**config.mk**
```make
export PLATFORM = sky130hd
export DESIGN_NAME = alu_seq_ctrl_flat
export DESIGN_NICKNAME = d
export VERILOG_FILES = /design/src/rtl/alu_seq_ctrl_if.sv /design/src/rtl/alu_seq_ctrl.sv /design/src/flat_wrapper.sv
export SDC_FILE = /design/constraint.sdc
export NUM_CORES = 1
export LEC_CHECK = 0
export ABC_AREA = 0
export CAP_MARGIN = 30
export CORE_AREA = 3 3 130 132
export DETAILED_ROUTE_END_ITERATION = 8
export DIE_AREA = 0 0 133 135
export DONT_BUFFER_PORTS = 1
export PLACE_DENSITY = 0.67
export SETUP_SLACK_MARGIN = 0.2
export SLEW_MARGIN = 20
export SYNTH_ARGS = -nofsm -noshare
export SYNTH_HDL_FRONTEND = slang
export SYNTH_SLANG_ARGS = --single-unit
```
**constraint.sdc**
```tcl
create_clock -name clk -period 2.9 [get_ports clk]
set_clock_uncertainty 0.05 [all_clocks]
set_input_delay 0.725 -clock clk [delete_from_list [all_inputs] [get_ports clk]]
set_output_delay 0.725 -clock clk [all_outputs]
set_load 0.1 [all_outputs]
```
**src/rtl/alu_seq_ctrl_if.sv**
```systemverilog
// alu_seq_ctrl_if: control-unit side of the ALU sequencer.
// Start/done handshake, operands and captured result registers.
interface alu_seq_ctrl_if;
  logic        start;
  logic [4:0]  opcode;
  logic [31:0] a_in;
  logic [31:0] b_in;
  logic [31:0] z_lo;
  logic [31:0] z_hi;
  logic [31:0] hi_out;
  logic [31:0] lo_out;
  logic        busy;
  logic        done;
  logic        err;
  logic        halted;

  modport master (
    output start, opcode, a_in, b_in,
    input  z_lo, z_hi, hi_out, lo_out,
    input  busy, done, err, halted
  );

  modport slave (
    input  start, opcode, a_in, b_in,
    output z_lo, z_hi, hi_out, lo_out,
    output busy, done, err, halted
  );
endinterface

```
**src/rtl/alu_seq_ctrl.sv**
```systemverilog
// alu_seq_ctrl: holds ALU inputs for a per-opcode cycle count,
// then captures the 64-bit result into Z and HI/LO.
module alu_seq_ctrl #(
  parameter int MUL_CYCLES = 4,
  parameter int DIV_CYCLES = 8
) (
  input  logic         clk,
  input  logic         clear,
  alu_seq_ctrl_if.slave cu,
  output logic [31:0]  alu_A,
  output logic [31:0]  alu_B,
  output logic [4:0]   alu_opcode,
  input  logic [63:0]  alu_C
);

  localparam int MAXC =
    (MUL_CYCLES > DIV_CYCLES) ? MUL_CYCLES : DIV_CYCLES;
  localparam int CW = (MAXC < 2) ? 1 : $clog2(MAXC);

  localparam logic [4:0] OP_MUL  = 5'b01110;
  localparam logic [4:0] OP_DIV  = 5'b01111;
  localparam logic [4:0] OP_BR   = 5'b10010;
  localparam logic [4:0] OP_OUT  = 5'b10110;
  localparam logic [4:0] OP_MFHI = 5'b10111;
  localparam logic [4:0] OP_MFLO = 5'b11000;
  localparam logic [4:0] OP_NOP  = 5'b11001;
  localparam logic [4:0] OP_HALT = 5'b11010;

  typedef enum logic [1:0] {
    IDLE, EXEC, DONE, HALTED
  } state_t;

  state_t      state, state_nxt;
  logic [CW-1:0] cnt;
  logic [CW-1:0] n_load;
  logic [4:0]  op_q;
  logic [31:0] z_lo_q, z_hi_q, hi_q, lo_q;
  logic        err_q;

  logic is_mul, is_div, is_mfhi, is_mflo;
  logic is_halt, is_ill, is_none, div0;

  assign is_mul  = (op_q == OP_MUL);
  assign is_div  = (op_q == OP_DIV);
  assign is_mfhi = (op_q == OP_MFHI);
  assign is_mflo = (op_q == OP_MFLO);
  assign is_halt = (op_q == OP_HALT);
  assign is_ill  = (op_q > OP_HALT);
  assign is_none = (op_q >= OP_BR && op_q <= OP_OUT)
                 || (op_q == OP_NOP);
  assign div0    = is_div && (alu_B == '0);

  assign n_load =
    (cu.opcode == OP_MUL) ? CW'(MUL_CYCLES - 1) :
    (cu.opcode == OP_DIV) ? CW'(DIV_CYCLES - 1) :
    '0;

  // state register
  always_ff @(posedge clk or negedge clear) begin
    if (!clear) state <= IDLE;
    else        state <= state_nxt;
  end

  // next-state: start only matters in IDLE; halt skips DONE
  always_comb begin
    state_nxt = state;
    unique case (state)
      IDLE:    if (cu.start) state_nxt = EXEC;
      EXEC:    if (cnt == '0)
                 state_nxt = is_halt ? HALTED : DONE;
      DONE:    state_nxt = IDLE;
      HALTED:  state_nxt = HALTED;
      default: state_nxt = IDLE;
    endcase
  end

  // operand latch, hold counter and result capture
  always_ff @(posedge clk or negedge clear) begin
    if (!clear) begin
      cnt    <= '0;
      op_q   <= OP_NOP;
      alu_A  <= '0;
      alu_B  <= '0;
      z_lo_q <= '0;
      z_hi_q <= '0;
      hi_q   <= '0;
      lo_q   <= '0;
      err_q  <= 1'b0;
    end else if (state == IDLE) begin
      if (cu.start) begin
        op_q  <= cu.opcode;
        alu_A <= cu.a_in;
        alu_B <= cu.b_in;
        cnt   <= n_load;
      end
    end else if (state == EXEC) begin
      if (cnt != '0) begin
        cnt <= cnt - CW'(1);
      end else begin
        err_q <= is_ill || div0;
        unique case (1'b1)
          is_mul, (is_div && !div0): begin
            z_lo_q <= alu_C[31:0];
            z_hi_q <= alu_C[63:32];
            hi_q   <= alu_C[63:32];
            lo_q   <= alu_C[31:0];
          end
          is_mfhi: begin
            z_lo_q <= hi_q;
            z_hi_q <= '0;
          end
          is_mflo: begin
            z_lo_q <= lo_q;
            z_hi_q <= '0;
          end
          (is_none || is_halt || is_ill || div0): ;
          default: begin
            z_lo_q <= alu_C[31:0];
            z_hi_q <= '0;
          end
        endcase
      end
    end
  end

  assign alu_opcode = (state == EXEC) ? op_q : OP_NOP;

  assign cu.z_lo   = z_lo_q;
  assign cu.z_hi   = z_hi_q;
  assign cu.hi_out = hi_q;
  assign cu.lo_out = lo_q;
  assign cu.busy   = (state != IDLE);
  assign cu.done   = (state == DONE);
  assign cu.err    = (state == DONE) && err_q;
  assign cu.halted = (state == HALTED);

endmodule
```
**src/flat_wrapper.sv**
```systemverilog
// flat-port wrapper written by rule: the top's interface ports become plain ports
module alu_seq_ctrl_flat 
#(
  parameter int MUL_CYCLES = 4,
  parameter int DIV_CYCLES = 8
)
  (clk, clear, alu_A, alu_B, alu_opcode, alu_C, cu_start, cu_opcode, cu_a_in, cu_b_in, cu_z_lo, cu_z_hi, cu_hi_out, cu_lo_out, cu_busy, cu_done, cu_err, cu_halted);
  alu_seq_ctrl_if cu_i ();
  input  logic clk;
  input  logic clear;
  output logic [31:0] alu_A;
  output logic [31:0] alu_B;
  output logic [4:0] alu_opcode;
  input  logic [63:0] alu_C;
  input wire logic [$bits(cu_i.start)-1:0] cu_start;
  input wire logic [$bits(cu_i.opcode)-1:0] cu_opcode;
  input wire logic [$bits(cu_i.a_in)-1:0] cu_a_in;
  input wire logic [$bits(cu_i.b_in)-1:0] cu_b_in;
  output wire logic [$bits(cu_i.z_lo)-1:0] cu_z_lo;
  output wire logic [$bits(cu_i.z_hi)-1:0] cu_z_hi;
  output wire logic [$bits(cu_i.hi_out)-1:0] cu_hi_out;
  output wire logic [$bits(cu_i.lo_out)-1:0] cu_lo_out;
  output wire logic [$bits(cu_i.busy)-1:0] cu_busy;
  output wire logic [$bits(cu_i.done)-1:0] cu_done;
  output wire logic [$bits(cu_i.err)-1:0] cu_err;
  output wire logic [$bits(cu_i.halted)-1:0] cu_halted;
  assign cu_i.start = cu_start;
  assign cu_i.opcode = cu_opcode;
  assign cu_i.a_in = cu_a_in;
  assign cu_i.b_in = cu_b_in;
  assign cu_z_lo = cu_i.z_lo;
  assign cu_z_hi = cu_i.z_hi;
  assign cu_hi_out = cu_i.hi_out;
  assign cu_lo_out = cu_i.lo_out;
  assign cu_busy = cu_i.busy;
  assign cu_done = cu_i.done;
  assign cu_err = cu_i.err;
  assign cu_halted = cu_i.halted;
  alu_seq_ctrl #(.MUL_CYCLES(MUL_CYCLES), .DIV_CYCLES(DIV_CYCLES)) u_core (.clk(clk), .clear(clear), .cu(cu_i), .alu_A(alu_A), .alu_B(alu_B), .alu_opcode(alu_opcode), .alu_C(alu_C));
endmodule
```
* Word level (Yosys, flattened, before mapping)
Index checks and enable logic that the tools add are counted.
Widths: inputs -> output; s select.
** Operators by class
- Add/sub/neg operators :: 1
- Order comparisons :: 3
- Eq/ne operators :: 13
- Muxes and demuxes :: 13
- Bitwise logic cells :: 3
- Reduce and logical (&&, ||, !) cells :: 24
** Operators by type and width (count)
- $pmux 32 s3 :: 1
- $pmux 32 s2 :: 1
- $logic_not 32->1 :: 1
- $eq 5x4->1 const B :: 4
- $eq 5x5->1 const B :: 4
- $mux 3 :: 6
- $pmux 2 s4 :: 1
- $reduce_and 4->1 :: 2
- $reduce_and 3->1 :: 2
- $reduce_bool 2->1 :: 3
- $ge 5x5->1 const B :: 1
- $gt 5x5->1 const B :: 1
- $le 5x5->1 const B :: 1
- $logic_or 1x1->1 :: 5
- $mux 5 :: 1
- $eq 2x2->1 const B :: 2
- $logic_and 1x1->1 :: 4
- $mux 2 :: 2
- $reduce_and 2->1 :: 2
- $logic_not 3->1 :: 1
- $not 1->1 :: 3
- $reduce_bool 3->1 :: 1
- $sub 3x1->3 const B :: 1
- $eq 2x1->1 const B :: 1
- 6 further kinds :: 6
** Word-level totals
- Flip-flop bits (word level) :: 203
- Bits of input ports :: 136
- Output and inout port bits :: 201
- Logic and storage cells :: 67

* Logic depth before layout (Yosys ltp)
Gate-level depths: netlist of the first run.
- Word-level depth :: 8
- Mapped depth :: 9
- Gate-level depth less buffers :: 7

* Worst setup path after synthesis of the first run
Ideal clock, no wire load.
- Path kind :: reg-to-output
- From :: register u_core.state[0]
- To :: output port cu_err
- Arrival :: 2705 ps
- Data required time :: 2125 ps
- Setup slack :: -580 ps
- Stages on the path, launching flop included :: 3
- Path buffers :: 0
- Cell sequence :: dfrtp_1 -> nor2b_1 -> and2_1
** On the way
- Longest elaborated chain between the ends :: 2
** Ends and longest elaborated chain
- start: declaration :: RTL line alu_seq_ctrl.sv:33 : state_t state, state_nxt;
- start signal: assignment :: RTL line alu_seq_ctrl.sv:61 : else state <= state_nxt;
- $eq 2x2->1
- via cu_done :: RTL line flat_wrapper.sv:24 : output wire logic [$bits(cu_i.done)-1:0] cu_done;
- $logic_and 1x1->1 :: RTL line alu_seq_ctrl.sv:134 : assign cu.err = (state == DONE) && err_q;
- end: declaration :: RTL line flat_wrapper.sv:25 : output wire logic [$bits(cu_i.err)-1:0] cu_err;
The timed path passes the listed nets, and every way through them passes these cells.

* Worst setup path in the final report of the first run
- From :: register u_core.state[1]
- To :: output port alu_opcode[2]
** On the way
- Longest elaborated chain between the ends :: 2
** Ends and longest elaborated chain
- $eq 2x1->1 :: RTL line alu_seq_ctrl.sv:126 : assign alu_opcode = (state == EXEC) ? op_q : OP_NOP;
- $mux 5 :: RTL line alu_seq_ctrl.sv:126
- end: declaration :: RTL line flat_wrapper.sv:13 : output logic [4:0] alu_opcode;
No other way between the ends.

==> key figures, run 1 <==
Detailed routing
  • Routed Antenna Nets: 0
  • Initial DRC Count: 265
  • Avg WL per Cell: 24.9 µm
  • Vias per std cell: 6.11
  • DRC violations left: 0
  • Final wirelength: 21.8 mm
  • Pre-antenna DRT Iters: 4
  • Via count: 5343

Worst setup path
  • Crit path kind: flip-flop to output port
  • Flop2flop setup slack: 0.52 ns
  • Crit path largest cell delay: 0.43 ns
  • Slowest cell on crit path: dfrtp_1
  • Cell Chain, Critical Path: and2b_1 -> and2_1 -> buf_4
  • Highest net fanout along the worst path: 7
  • WP data required: 2.12 ns
  • Worst Setup End Kind: output port
  • CP Launch Type: flip-flop
  • Arr. time, crit path: 1.71 ns

Die
  • Die ar.: 18000 µm²
  • Die width: 133 µm
  • IO Pins: 337
  • Core Region: 15800 µm²
  • Placement Rows: 46
  • Initial Util: 52.7%
  • Die H: 135 µm

Timing
  • WHS: -0.116 ns
  • Highest Clock Rate: 403 MHz
  • Final Cycle Share: 85.6%
  • Final Setup Violations: 0
  • Slew Limit Fails: 0
  • Setup TNS: 0 ns
  • Max-slew headroom: 33.0%
  • RSZ-0062 raised after global routing: false
  • Tmin final: 2.48 ns
  • Fin. Hold Viols: 200
  • Worst Tran Pin Value: 1.01 ns
  • Final WS setup: 0.418 ns

CTS
  • Clock tree buffer depth: 3
  • Skew-Pair Late Insertion Delay: 0.49 ns
  • Htree depth: 1
  • PostCTS Resize Cnt: 0
  • Post-CTS Setup Bufs: 0
  • Clk sinks: 203
  • CTS Buf Count: 21
  • Root buf cell: clkbuf_16
  • TritonCTS clock tree: done
  • Reg clk slew, reported paths: 0.06 ns

Global route
  • Initial antenna violation count: 0
  • GRT Overall Usage: 23.2%
  • Global route overflow: 0
  • First-pass GRT wire length: 33.1 mm
  • Vias in the first global route: 5766
  • Largest net degree at the start of global routing: 204

Synth
  • Yosys cell types: 34
  • Sequential share of the synthesized area: 60.9%
  • Syn Inst Count: 607
  • Post-Syn Nets: 745
  • Synthesized area per cell: 13.7 µm²
  • Cell area after synthesis: 8340 µm²
  • FF+latch count, synth: 203
  • Synth warn: 0

Outcome
  • Status: finished, violations left
  • Violated checks: negative hold slack

Flow run
  • Maxcap violations: 0

Placed design
  • Post-place setup slack: 0.569 ns
  • Port Buf Inserts: 0
  • GPL Wtd Cong: 0.825
  • Post-place instance area: 8920 µm²
  • Post-DP HPWL: 15.1 mm

Cells and area
  • Synth-to-Final Area Change: 16.2%
  • Antenna Cells: 0
  • Layout cell share with drive strength beyond 1: 36.3%
  • Design Area, Final: 9690 µm²
  • Nets: 782

Hold path
  • Hold Path Class: input port to asynchronous set/reset pin
-- registers in the layout (all words and copies together), names as in the netlist --
signal	flops
u_core.cu.z_lo	32
u_core.alu_A	32
u_core.op_q	5
u_core.cu.z_hi	32
u_core.cu.hi_out	32
u_core.state	2
u_core.alu_B	32
u_core.cu.lo_out	32
u_core.cnt	3
u_core.err_q	1
-- stage by stage --
stage	util [%]	instances
finish	61.2	875
global route	61.2	875
CTS	61.2	875
detailed placement	56.4	837
global placement	56.2	835
floorplan	-	607
-- layout make-up --
| type | count | area [µm²] |
|---|---|---|
| Multi-Input combinational cell | 324 | 2950 |
| Timing Repair Buffer | 57 | 482 |
| Tap cell | 216 | 270 |
| Fill cell | 1219 | 6130 |
| Clock buffer | 25 | 561 |
| Clock inverter | 13 | 209 |
| Sequential cell | 203 | 5080 |
| Inverter | 37 | 139 |
-- routing by layer --
layer,up-vias,wire length [µm],GRT usage (%)
met5,-,0,0
met4,0,698,7.62
met3,57,2060,8.20
met2,271,11200,40.8
met1,2688,7760,26.5
li1,2327,-,-
-- worst max-delay path, delay by kind of cell (launching register included) --
kind,cells,cell delay (ns)
AND/OR/NAND/NOR,2,0.48
flip-flops,1,0.43
buffers and inverters,1,0.29
-- logic make-up after synthesis --
group | share of synthesized area, %
simple gates | 2.96
mux | 18.2
fa+ha+maj | 0.300
compound gates | 13.5
flops | 60.9
buf+inv | 4.05
-- cells in the mapped netlist, drive strengths merged --
master | n | area (µm²)
or3 | 1 | 6.26
o211ai | 1 | 7.51
o32ai | 2 | 36.3
o21a | 1 | 7.51
mux2 | 135 | 1520
o2111ai | 1 | 8.76
nor4b | 1 | 8.76
or2 | 1 | 6.26
inv | 37 | 139
a2111oi | 32 | 280
dfstp | 3 | 78.8
a22o | 65 | 569
nor2b | 3 | 18.8
a21o | 1 | 7.51
a21oi | 34 | 174
nand3 | 1 | 5.00
nand2 | 7 | 26.3
nor4 | 9 | 62.6
and2b | 1 | 7.51
buf | 22 | 120
nor2 | 5 | 18.8
nor3 | 1 | 5.00
o21ai | 6 | 30.0
a211oi | 1 | 7.51
nand4 | 3 | 18.8
dfrtp | 200 | 5000
and2 | 6 | 37.5
ha | 2 | 25.0
nand2b | 4 | 25.0
clkbuf | 21 | 78.8
-- cell usage in the layout (no fill, tap or decap), types with 6 or more instances in the layout --
cell | synthesis | routed
dfrtp_1 | 200 | 200
mux2_2 | 135 | 135
a22o_1 | 65 | 65
buf_4 | 4 | 52
inv_1 | 37 | 37
a21oi_1 | 33 | 33
a2111oi_0 | 32 | 32
clkbuf_16 | 0 | 21
nor4_1 | 8 | 8
nand2_1 | 7 | 7
o21ai_0 | 6 | 6
-- path summary, 6_finish.rpt --
| path | startpoint | to | cells past startpoint |
|---|---|---|---|
| setup / recovery | u_core.state[1] | alu_opcode[2] | 3 |
| hold / removal | clear | u_core.cu.lo_out[4] | 0 |
| setup reg to reg | u_core.state[0] | u_core.alu_B[8] | 4 |
| hold reg to reg | u_core.err_q | u_core.err_q | 1 |
| max in group asynchronous | clear | u_core.op_q[3] | 0 |
| min in group clk | alu_C[49] | u_core.cu.z_hi[17] | 1 |
Power of run 1 is not shown: default switching activity piles up to over one toggle a cycle in this logic, so the estimate is an artifact.
==> inputs of run 2 (changes only) <==
--- a/config.mk
+++ b/config.mk
@@ -7,11 +7,11 @@
 export LEC_CHECK = 0
 export ABC_AREA = 0
 export CAP_MARGIN = 30
-export CORE_AREA = 3 3 130 132
+export CORE_ASPECT_RATIO = 0.7
+export CORE_MARGIN = 3
+export CORE_UTILIZATION = 43
 export DETAILED_ROUTE_END_ITERATION = 8
-export DIE_AREA = 0 0 133 135
-export DONT_BUFFER_PORTS = 1
-export PLACE_DENSITY = 0.67
+export PLACE_DENSITY = 0.8
 export SETUP_SLACK_MARGIN = 0.2
 export SLEW_MARGIN = 20
 export SYNTH_ARGS = -nofsm -noshare
==> constraint.sdc (replaced) <==
create_clock -name clk -period 2.9 [get_ports clk]
set_clock_uncertainty 0.05 [all_clocks]
set_input_delay 0.435 -clock clk [delete_from_list [all_inputs] [get_ports clk]]
set_output_delay 0.435 -clock clk [all_outputs]
set_load 0.1 [all_outputs]
==> run 2 against run 1 <==
Effect of this change: the run now ends clean; critical path depth increased by 3; hold slack improved by 0.56 ns; register-to-register slack got worse by 0.05 ns.
==> key figures, run 2 (same netlist as run 1, synthesis figures left out) <==
Outcome
  • Status: completed

Die
  • Die width: 172 µm (+30%)
  • Die ar.: 21100 µm² (+18%)
  • Core Region: 18500 µm² (+17%)
  • Placement Rows: 41 (-11%)
  • Die H: 123 µm (-9.2%)
  • IO Pins: 337 (unchanged)
  • Initial Util: 45.0% (-7.7 points)

Timing
  • Setup TNS: 0 ns (unchanged)
  • Final Cycle Share: 84.0% (-1.6 points)
  • Slew Limit Fails: 0 (unchanged)
  • Worst Tran Pin Value: 0.654 ns (-0.351 ns)
  • Final Setup Violations: 0 (unchanged)
  • Tmin final: 2.43 ns (-0.0470 ns)
  • Max-slew headroom: 55.3% (+22 points)
  • Fin. Hold Viols: 0 (-100%)
  • Highest Clock Rate: 411 MHz (+1.9%)
  • WHS: 0.445 ns (+0.562 ns)
  • RSZ-0062 raised after global routing: false

Cells and area
  • Commonest non-fill, non-tap cell in the layout: buf_4
  • Layout cell share with drive strength beyond 1: 41.6% (+5.3 points)
  • # fillers: 1405 (+15%)
  • Nets: 1080 (+38%)
  • Most frequent cells in the layout: buf_4 (218), dfrtp_1 (200), mux2_2 (135)
  • Post-layout util: 65.8% (+4.6 points)
  • Synth-to-Final Area Change: 46.1%
  • Antenna Cells: 0 (unchanged)
  • Non-filler cells, final: 1212 (+39%)

Hold path
  • Hold Path Class: input port to asynchronous set/reset pin

Global route
  • Initial antenna violation count: 0 (unchanged)
  • Vias in the first global route: 6653 (+15%)
  • Global route overflow: 0 (unchanged)
  • Largest net degree at the start of global routing: 79 (-61%)
  • GRT Overall Usage: 23.1% (-0.13 points)
  • First-pass GRT wire length: 38.2 mm (+16%)

Worst setup path
  • WP data required: 3.19 ns (+1.07 ns)
  • Flop2flop setup slack: 0.47 ns (-0.05 ns)
  • CP Launch Type: flip-flop
  • Crit path kind: flip-flop to flip-flop
  • Highest net fanout along the worst path: 20 (+13)
  • Reg-to-reg critical path endpoint: u_core.cu.z_lo[10]
  • Worst r2r path cells: 6 (+2)
  • R2r startpoint: u_core.op_q[3]
  • Worst Setup End Kind: flip-flop
  • Arr. time, crit path: 2.73 ns (+1.02 ns)

CTS
  • TritonCTS clock tree: done
  • Root buf cell: clkbuf_16
  • Reg clk slew, reported paths: 0.06 ns (about the same)
  • Post-CTS Setup Bufs: 0 (unchanged)
  • Skew-Pair Late Insertion Delay: 0.49 ns (about the same)
  • Htree depth: 1 (unchanged)
  • Clk sinks: 203 (unchanged)
  • Clock tree buffer depth: 3 (unchanged)
  • CTS Buf Count: 20 (-4.8%)

Placed design
  • GPL Wtd Cong: 0.828 (+0.38%)
  • Port Buf Inserts: 336 (+336)
  • Inst Count DP: 1177 (+41%)
  • Post-DP HPWL: 18.1 mm (+20%)

Detailed routing
  • Routed Antenna Nets: 0 (unchanged)
  • Via count: 6434 (+20%)
  • Initial DRC Count: 590 (+120%)
  • Vias per std cell: 5.31 (-13%)
  • DRC violations left: 0 (unchanged)
  • Pre-antenna DRT Iters: 4 (unchanged)
  • Final wirelength: 25.2 mm (+16%)
  • Avg WL per Cell: 20.8 µm (-16%)

Flow run
  • Maxcap violations: 0 (unchanged)
==> run 2: changes by cell type in the layout (fill, tap and decap cells not counted) <==
cell / change
clkinvlp_4: -3
clkbuf_1: +2
clkinv_2: +1
clkdlybuf4s50_1: +134
bufinv_16: -4
buf_1: -1
inv_6: -3
buf_12: -1
buf_4: +166
buf_16: -1
clkbuf_8: +4
and2_2: -1
and2_1: +1
dlygate4sd3_1: +1
==> run 2: how the worst max path moves through the flow <==
stage | start | end | slack, ns | cells after the start
finish | u_core.op_q[3] | u_core.cu.z_lo[10] | 0.47 | 6
global route | u_core.cnt[0] | u_core.cu.hi_out[4] | 0.38 | 8
CTS | u_core.op_q[3] | u_core.cu.z_hi[13] | 0.53 | 6
detailed placement | u_core.op_q[3] | u_core.cu.z_hi[13] | 0.55 | 6
global placement | u_core.op_q[3] | u_core.cu.z_hi[13] | 0.55 | 6
floorplan | u_core.state[0] | cu_err | 0.28 | 2
==> run 2: area by class of cell <==
| cell class | count | area, µm² | area share [%] |
|---|---|---|---|
| repair buffers | 356 | 3040 | 25.0 |
| multi-input cells | 324 | 2950 | 24.2 |
| clock buffers | 30 | 609 | 5.00 |
| well taps | 258 | 323 | 2.65 |
| inverters | 37 | 139 | 1.14 |
| clock inverters | 4 | 45.0 | 0.370 |
| flip-flops and latches | 203 | 5080 | 41.7 |
==> run 2: what timing repair did <==
action	4_1_cts	5_1_grt
hold buffers	1	0
endpoints found under the hold margin	57	0
gates resized for setup	0	0
==> run 2: critical path: stages (launching register included) <==
cell	delay (ns)
dfstp_2	0.60
mux2_2	0.35
o2111ai_1	0.21
nand2_1	0.15
buf_4	0.24
a2111oi_0	0.61
a21oi_1	0.07
==> run 2: per-stage QoR <==
stage	area, µm²	worst slack (ns)
2_1_floorplan	8340	0.281
3_3_place_gp	11500	0.554
3_5_place_dp	11500	0.549
4_1_cts	12200	0.525
5_1_grt	12200	0.380
6_report	12200	0.465
==> run 2: per-layer routing <==
metal  global-route usage, %  vias to the layer above  wire length (µm)
met4                    5.53                        0               544
met1                    31.6                     3222             10700
li1                        -                     2916                 -
met5                       0                        -                 0
met3                    4.54                       37              1850
met2                    38.1                      259             12000
Power of run 2 is left out for the same reason.
